==> src/rtl/cp0_pkg.sv <==
// Shared CP0 constants: register numbers, SR/Cause field positions and
// exception codes used by the pipeline and the coprocessor.
package cp0_pkg;
  localparam logic [4:0] CP0_COUNT   = 5'd9;
  localparam logic [4:0] CP0_COMPARE = 5'd11;
  localparam logic [4:0] CP0_SR      = 5'd12;
  localparam logic [4:0] CP0_CAUSE   = 5'd13;
  localparam logic [4:0] CP0_EPC     = 5'd14;
  localparam logic [4:0] CP0_PRID    = 5'd15;

  localparam int SR_IE         = 0;
  localparam int SR_EXL        = 1;
  localparam int IM_LSB        = 10;
  localparam int CAUSE_BD      = 31;
  localparam int CAUSE_EXC_LSB = 2;

  localparam logic [4:0] EXCCODE_INT  = 5'd0;
  localparam logic [4:0] EXCCODE_ADEL = 5'd4;
  localparam logic [4:0] EXCCODE_ADES = 5'd5;
  localparam logic [4:0] EXCCODE_SYS  = 5'd8;
  localparam logic [4:0] EXCCODE_RI   = 5'd10;
  localparam logic [4:0] EXCCODE_OV   = 5'd12;

  // Return address for a victim: step back over the branch when in a delay slot.
  function automatic logic [31:2] epc_of(input logic [31:0] pc, input logic bd);
    logic [31:0] v;
    v = bd ? (pc - 32'd4) : pc;
    return v[31:2];
  endfunction
endpackage

==> src/rtl/cp0_timer.sv <==
// Count/Compare timer: free-running counter with a sticky match flag
// cleared only by a Compare write.
module cp0_timer (
  input  logic        clk,
  input  logic        reset,
  input  logic        cnt_we,
  input  logic        cmp_we,
  input  logic [31:0] wdata,
  output logic [31:0] count,
  output logic [31:0] compare,
  output logic        tpend
);
  always_ff @(posedge clk) begin
    if (reset) begin
      count   <= '0;
      compare <= 32'hFFFF_FFFF;
      tpend   <= 1'b0;
    end else begin
      count <= cnt_we ? wdata : count + 32'd1;
      if (cmp_we) compare <= wdata;
      // match is taken on the pre-increment value
      if (cmp_we)                tpend <= 1'b0;
      else if (count == compare) tpend <= 1'b1;
    end
  end
endmodule

==> src/rtl/cp0_param.sv <==
// Parametrised coprocessor 0: SR/Cause/EPC/PRId, optional timer, and the
// exception/interrupt arbitration that redirects fetch to the handler.
module cp0_param
  import cp0_pkg::*;
#(
  parameter int          HWINT_W    = 6,
  parameter bit          TIMER_EN   = 1'b1,
  parameter int          TIMER_LINE = 0,
  parameter logic [31:0] PRID       = 32'h2025_0007,
  parameter logic [31:0] HANDLER    = 32'h0000_4180
) (
  input  logic               clk,
  input  logic               reset,
  input  logic [4:0]         A1,
  input  logic [4:0]         A2,
  input  logic [31:0]        DIn,
  input  logic               CPWr,
  input  logic [31:0]        VPC,
  input  logic               BDIn,
  input  logic [4:0]         ExcCodeIn,
  input  logic [HWINT_W-1:0] HWInt,
  input  logic               EXLClr,
  output logic [31:0]        DOut,
  output logic               Req,
  output logic [31:0]        EPCOut,
  output logic [31:0]        HandlerPC
);
  logic [HWINT_W-1:0] im, ip, eff, tline;
  logic               exl, ie, bd;
  logic [4:0]         exc_code;
  logic [31:2]        epc;
  logic [31:0]        count, compare;
  logic               tpend;
  logic               int_req, exc_req, wr;

  // mtc0 is dropped whenever the instruction is being squashed by Req
  assign wr = CPWr & ~Req;

  generate
    if (TIMER_EN) begin : g_timer
      cp0_timer u_timer (
        .clk     (clk),
        .reset   (reset),
        .cnt_we  (wr && A2 == CP0_COUNT),
        .cmp_we  (wr && A2 == CP0_COMPARE),
        .wdata   (DIn),
        .count   (count),
        .compare (compare),
        .tpend   (tpend)
      );
    end else begin : g_no_timer
      assign count   = '0;
      assign compare = '0;
      assign tpend   = 1'b0;
    end
  endgenerate

  always_comb begin
    tline             = '0;
    tline[TIMER_LINE] = tpend;
  end

  assign eff     = HWInt | tline;
  assign int_req = ie & ~exl & (|(eff & im));
  assign exc_req = ~exl & (ExcCodeIn != EXCCODE_INT);
  assign Req     = int_req | exc_req;

  always_ff @(posedge clk) begin
    if (reset) begin
      im       <= '0;
      ip       <= '0;
      exl      <= 1'b0;
      ie       <= 1'b0;
      bd       <= 1'b0;
      exc_code <= '0;
      epc      <= '0;
    end else begin
      ip <= eff;
      if (Req) begin
        exl      <= 1'b1;
        bd       <= BDIn;
        exc_code <= int_req ? EXCCODE_INT : ExcCodeIn;
        epc      <= epc_of(VPC, BDIn);
      end else begin
        if (EXLClr)                    exl <= 1'b0;
        else if (wr && A2 == CP0_SR)   exl <= DIn[SR_EXL];
        if (wr && A2 == CP0_SR) begin
          im <= DIn[IM_LSB +: HWINT_W];
          ie <= DIn[SR_IE];
        end
        if (wr && A2 == CP0_EPC) epc <= DIn[31:2];
      end
    end
  end

  always_comb begin
    DOut = '0;
    case (A1)
      CP0_COUNT:   DOut = count;
      CP0_COMPARE: DOut = compare;
      CP0_SR: begin
        DOut[IM_LSB +: HWINT_W] = im;
        DOut[SR_EXL]            = exl;
        DOut[SR_IE]             = ie;
      end
      CP0_CAUSE: begin
        DOut[CAUSE_BD]               = bd;
        DOut[IM_LSB +: HWINT_W]      = ip;
        DOut[CAUSE_EXC_LSB +: 5]     = exc_code;
      end
      CP0_EPC:     DOut = {epc, 2'b00};
      CP0_PRID:    DOut = PRID;
      default:     DOut = '0;
    endcase
  end

  assign EPCOut    = {epc, 2'b00};
  assign HandlerPC = HANDLER;
endmodule

==> config.mk <==
export PLATFORM = sky130hd
export DESIGN_NAME = cp0_param
export DESIGN_NICKNAME = d
export VERILOG_FILES = /design/src/rtl/cp0_pkg.sv /design/src/rtl/cp0_timer.sv /design/src/rtl/cp0_param.sv
export SDC_FILE = /design/constraint.sdc
export NUM_CORES = 1
export LEC_CHECK = 0
export ABC_CLOCK_PERIOD_IN_PS = 3850
export CORE_MARGIN = 2
export CORE_UTILIZATION = 50
export DETAILED_ROUTE_END_ITERATION = 16
export PLACE_DENSITY = 0.84
export RECOVER_POWER = 25
export SYNTH_ARGS = -nofsm -noshare
export SYNTH_HDL_FRONTEND = slang
export SYNTH_HIERARCHICAL = 1
export SYNTH_SLANG_ARGS = --single-unit
==> constraint.sdc <==
create_clock -name clk -period 3.85 [get_ports clk]
set_clock_uncertainty 0.05 [all_clocks]
set_input_delay 0.385 -clock clk [delete_from_list [all_inputs] [get_ports clk]]
set_output_delay 0.385 -clock clk [all_outputs]
set_load 0.1 [all_outputs]
==> reports/qor.log <==
INFO  timing         max_slew.worst_pin.slew=1390ps
INFO  power_and_ir_drop ir_drop=0.000328V
INFO  finish         final_net_count=1052
INFO  cts            clock_tree.root_cell=clkbuf_16
INFO  outcome        status=finished, final reports clean
INFO  finish         seq_area=2300µm²
INFO  yosys          synth.cell_area=7320µm²
INFO  timing         fin_crit_sh=80.3%
INFO  finish         antenna_cells_inserted=0
INFO  yosys          most_used_dff_post_synth=dfxtp_1
INFO  power_and_ir_drop p_per_area=410nW/µm²
INFO  timing         final_max_slew_viol_count=0
INFO  timing         layout_setup_ws=759ps
INFO  global_routing antenna_violations_before_repair=0
INFO  timing         setup_viol=0
INFO  cts            postCtsSetupBuffers=0
INFO  global_routing first_pass_grt_wire_length=38100µm
INFO  timing         final_hold_violation_count=0
INFO  drt            postRouteAntennaNets=0
INFO  critical_path  setup.worst_path.end_class=register
INFO  yosys          yosysWarnings=6
INFO  drt            routed_wl=24300µm
INFO  drt            detail_route.vias_per_cell=6.45
INFO  finish         area_taken_by_multi_input_logic_gates=4540µm²
INFO  cts            cts_num_sinks=115
INFO  yosys          ys_seq_area_share=31.5%
INFO  yosys          avgSynthCellArea=8.57µm²
INFO  floorplan      die_width=125µm
INFO  min_path       whs_path_depth=2
INFO  cts            htreeDepth=4
INFO  yosys          yosysUniqueCellTypes=71
INFO  floorplan      std_cell_rows=44
INFO  cts            insertion_delay=420ps
INFO  floorplan      die_y=125µm
INFO  critical_path  critPathArrivalTime=3380ps
INFO  drt            routedWlPerCell=21.0µm
INFO  timing         timing.hold.ws=350ps
INFO  global_routing grt_start_max_net_pins=66
INFO  placement      hpwlAfterDp=17700µm
INFO  drt            drc=0
INFO  timing         grt_setup_unrepaired=no
INFO  cts            clock_tree_from_tritoncts=yes
INFO  timing         timing.fmax=0.324GHz
INFO  yosys          synth_enable_flop_cells=0
INFO  critical_path  crit_type=in2reg
INFO  global_routing overflow=0
INFO  yosys          async_set_reset_flop_share_out_of_synthesis=0%
INFO  cts            cts_max_path_buffers=2
INFO  finish         fill_cells=1109
INFO  placement      gpl.final_weighted_congestion=0.964
INFO  run            max_cap_viol_count=0
INFO  cts            cts_hold_repair.buffers=0
INFO  cts            cts-resized-gates=0
INFO  power_and_ir_drop fin_total_pwr=3.98mW
INFO  placement      preCtsSetupSlack=552ps
INFO  timing         slew_headroom=7.08%
INFO  floorplan      total_die_area=15600µm²
INFO  timing         timing.final.crit_period=3090ps
INFO  cts            clock_transition_at_the_registers_of_the_reported_paths=50ps
INFO  yosys          synth_seq_cells=115
INFO  yosys          netlist_instances=854
INFO  cts            numCtsBuffers=17
INFO  timing         timing.setup.tns=0ps
INFO  finish         drive_above_1_share=11.4%
INFO  floorplan      floorplan.core_area=14400µm²
INFO  power_and_ir_drop p_leak=3.37nW
INFO  critical_path  critical_path_launch_point_type=primary input
INFO  global_routing first_global_vias=6901
INFO  floorplan      start_util=50.7%
INFO  critical_path  cp.required=4140ps
INFO  global_routing grt_util_all_layers=30.4%
INFO  drt            detailedRoute.firstPassIterationCount=7
INFO  placement      io_buffer_count=150
INFO  min_path       hold_path_class=in2reg
INFO  floorplan      pin_count=187
INFO  drt            drt-initial-drc-count=987
INFO  critical_path  worstRegToRegCells=8
INFO  drt            via_count=7464
INFO  finish         syn2layout_area_growth=32.8%
INFO  critical_path  crit_path_max_fanout=32
[cells by family (layout without fill, tap and decap cells)]
kind of cell / after synthesis / in the layout / share of synthesized area [%]
fa+ha+maj: 2 / 2 / 0.342
mux: 26 / 26 / 3.66
simple gates: 291 / 291 / 23.7
compound gates: 223 / 223 / 23.6
other cells: 2 / 34 / 0.103
buf+inv: 124 / 211 / 8.60
flops: 115 / 115 / 31.5
xor+xnor: 71 / 71 / 8.50
[metal layers]
metal	track usage (%)	vias up	share of wire, %
met5	0	-	0
met4	11.4	0	3.3
met3	5.69	73	12
met2	48.3	466	46
met1	41.4	3518	39
li1	-	3407	-
[worst paths after layout]
kind	slack, ps	startpoint	endpoint
max	760	ExcCodeIn[0]	im[3]
min reg2reg	440	im[0]	im[0]
max reg2reg	1140	im[1]	g_timer.u_timer/count[12]
min	350	reset	ip[0]
[layout make-up]
class | instances | share of cell area (%)
clock inverters | 15 | 2.38
multi-input cells | 647 | 46.7
flip-flops and latches | 115 | 23.7
inverters | 12 | 0.464
well taps | 184 | 2.37
clock buffers | 17 | 4.38
repair buffers | 167 | 20.0
[per-stage QoR]
step	cells	cell area, µm²	util [%]
after floorplan	886	7440	-
after global placement	1125	9070	62.9
after detailed placement	1125	9070	62.9
after CTS	1157	9730	67.4
after global routing	1157	9720	67.4
final	1157	9720	67.4
[synthesized netlist by cell type, types with 4 or more instances]
master	count	share of area [%]
a2111oi_0	25	3.0
a211o_1	32	3.8
a211oi_1	32	3.3
a21oi_1	24	1.6
a221o_1	4	0.55
a221oi_1	7	0.84
a222oi_1	7	0.96
a22oi_1	22	2.3
a311oi_1	16	1.9
and2_1	4	0.34
and3_1	4	0.34
and4_1	25	3.0
buf_1	6	0.31
buf_2	4	0.27
buf_4	38	3.9
clkbuf_1	61	3.1
dfxtp_1	115	31
inv_1	11	0.56
mux2_2	6	0.92
mux2i_1	20	2.7
nand2_1	43	2.2
nand3_1	31	2.1
nand4_1	22	1.9
nor2_1	52	2.7
nor2b_1	39	3.3
nor3_1	7	0.48
nor4_1	10	0.85
o21ai_0	21	1.4
o31ai_1	13	1.3
or3_1	10	0.85
or4_1	16	1.6
xnor2_1	42	5.0
xor2_1	29	3.5
[registers in the layout (all words and copies together), names as in the netlist]
name and count:
g_timer.u_timer/tpend 1, im 6, exl 1, g_timer.u_timer/count 32
bd 1, g_timer.u_timer/compare 32, ip 6, epc 30
exc_code 5, ie 1
[power breakdown]
group / switching [mW] / internal, mW / leakage (nW)
registers: 0.0569 / 1.24 / 0.940
logic: 0.680 / 0.251 / 2.11
clock network: 0.601 / 1.15 / 0.314
[critical path: stages]
cell,delay [ps]
dlygate4sd3_1,560
or4_1,580
o21a_1,230
clkbuf_1,550
nor3_2,800
mux2i_1,260
[cell usage in the layout, fill, tap and decap left out, types with 5 or more instances in the layout]
master and n:
nor4_1 8, or4_1 16, a2111oi_0 25, buf_4 18, bufinv_16 5, a222oi_1 7
dfxtp_1 115, a211o_1 32, a221oi_1 7, nor3_1 7, mux2_2 6, nand4_1 22
nand2_1 43, a21oi_1 24, o21ai_0 13, a22oi_1 22, buf_12 32, a211oi_1 32
inv_1 11, and4_1 25, nor2b_1 39, o21ai_1 9, o31ai_1 13, mux2i_1 20
clkdlybuf4s50_1 90, xnor2_1 42, a311oi_1 17, or3_1 10, clkbuf_16 17, xor2_1 29
conb_1 34, clkinv_4 5, dlygate4sd3_1 26, nor2_1 52, nand3_1 31
Power figures use the tool's default switching activity.
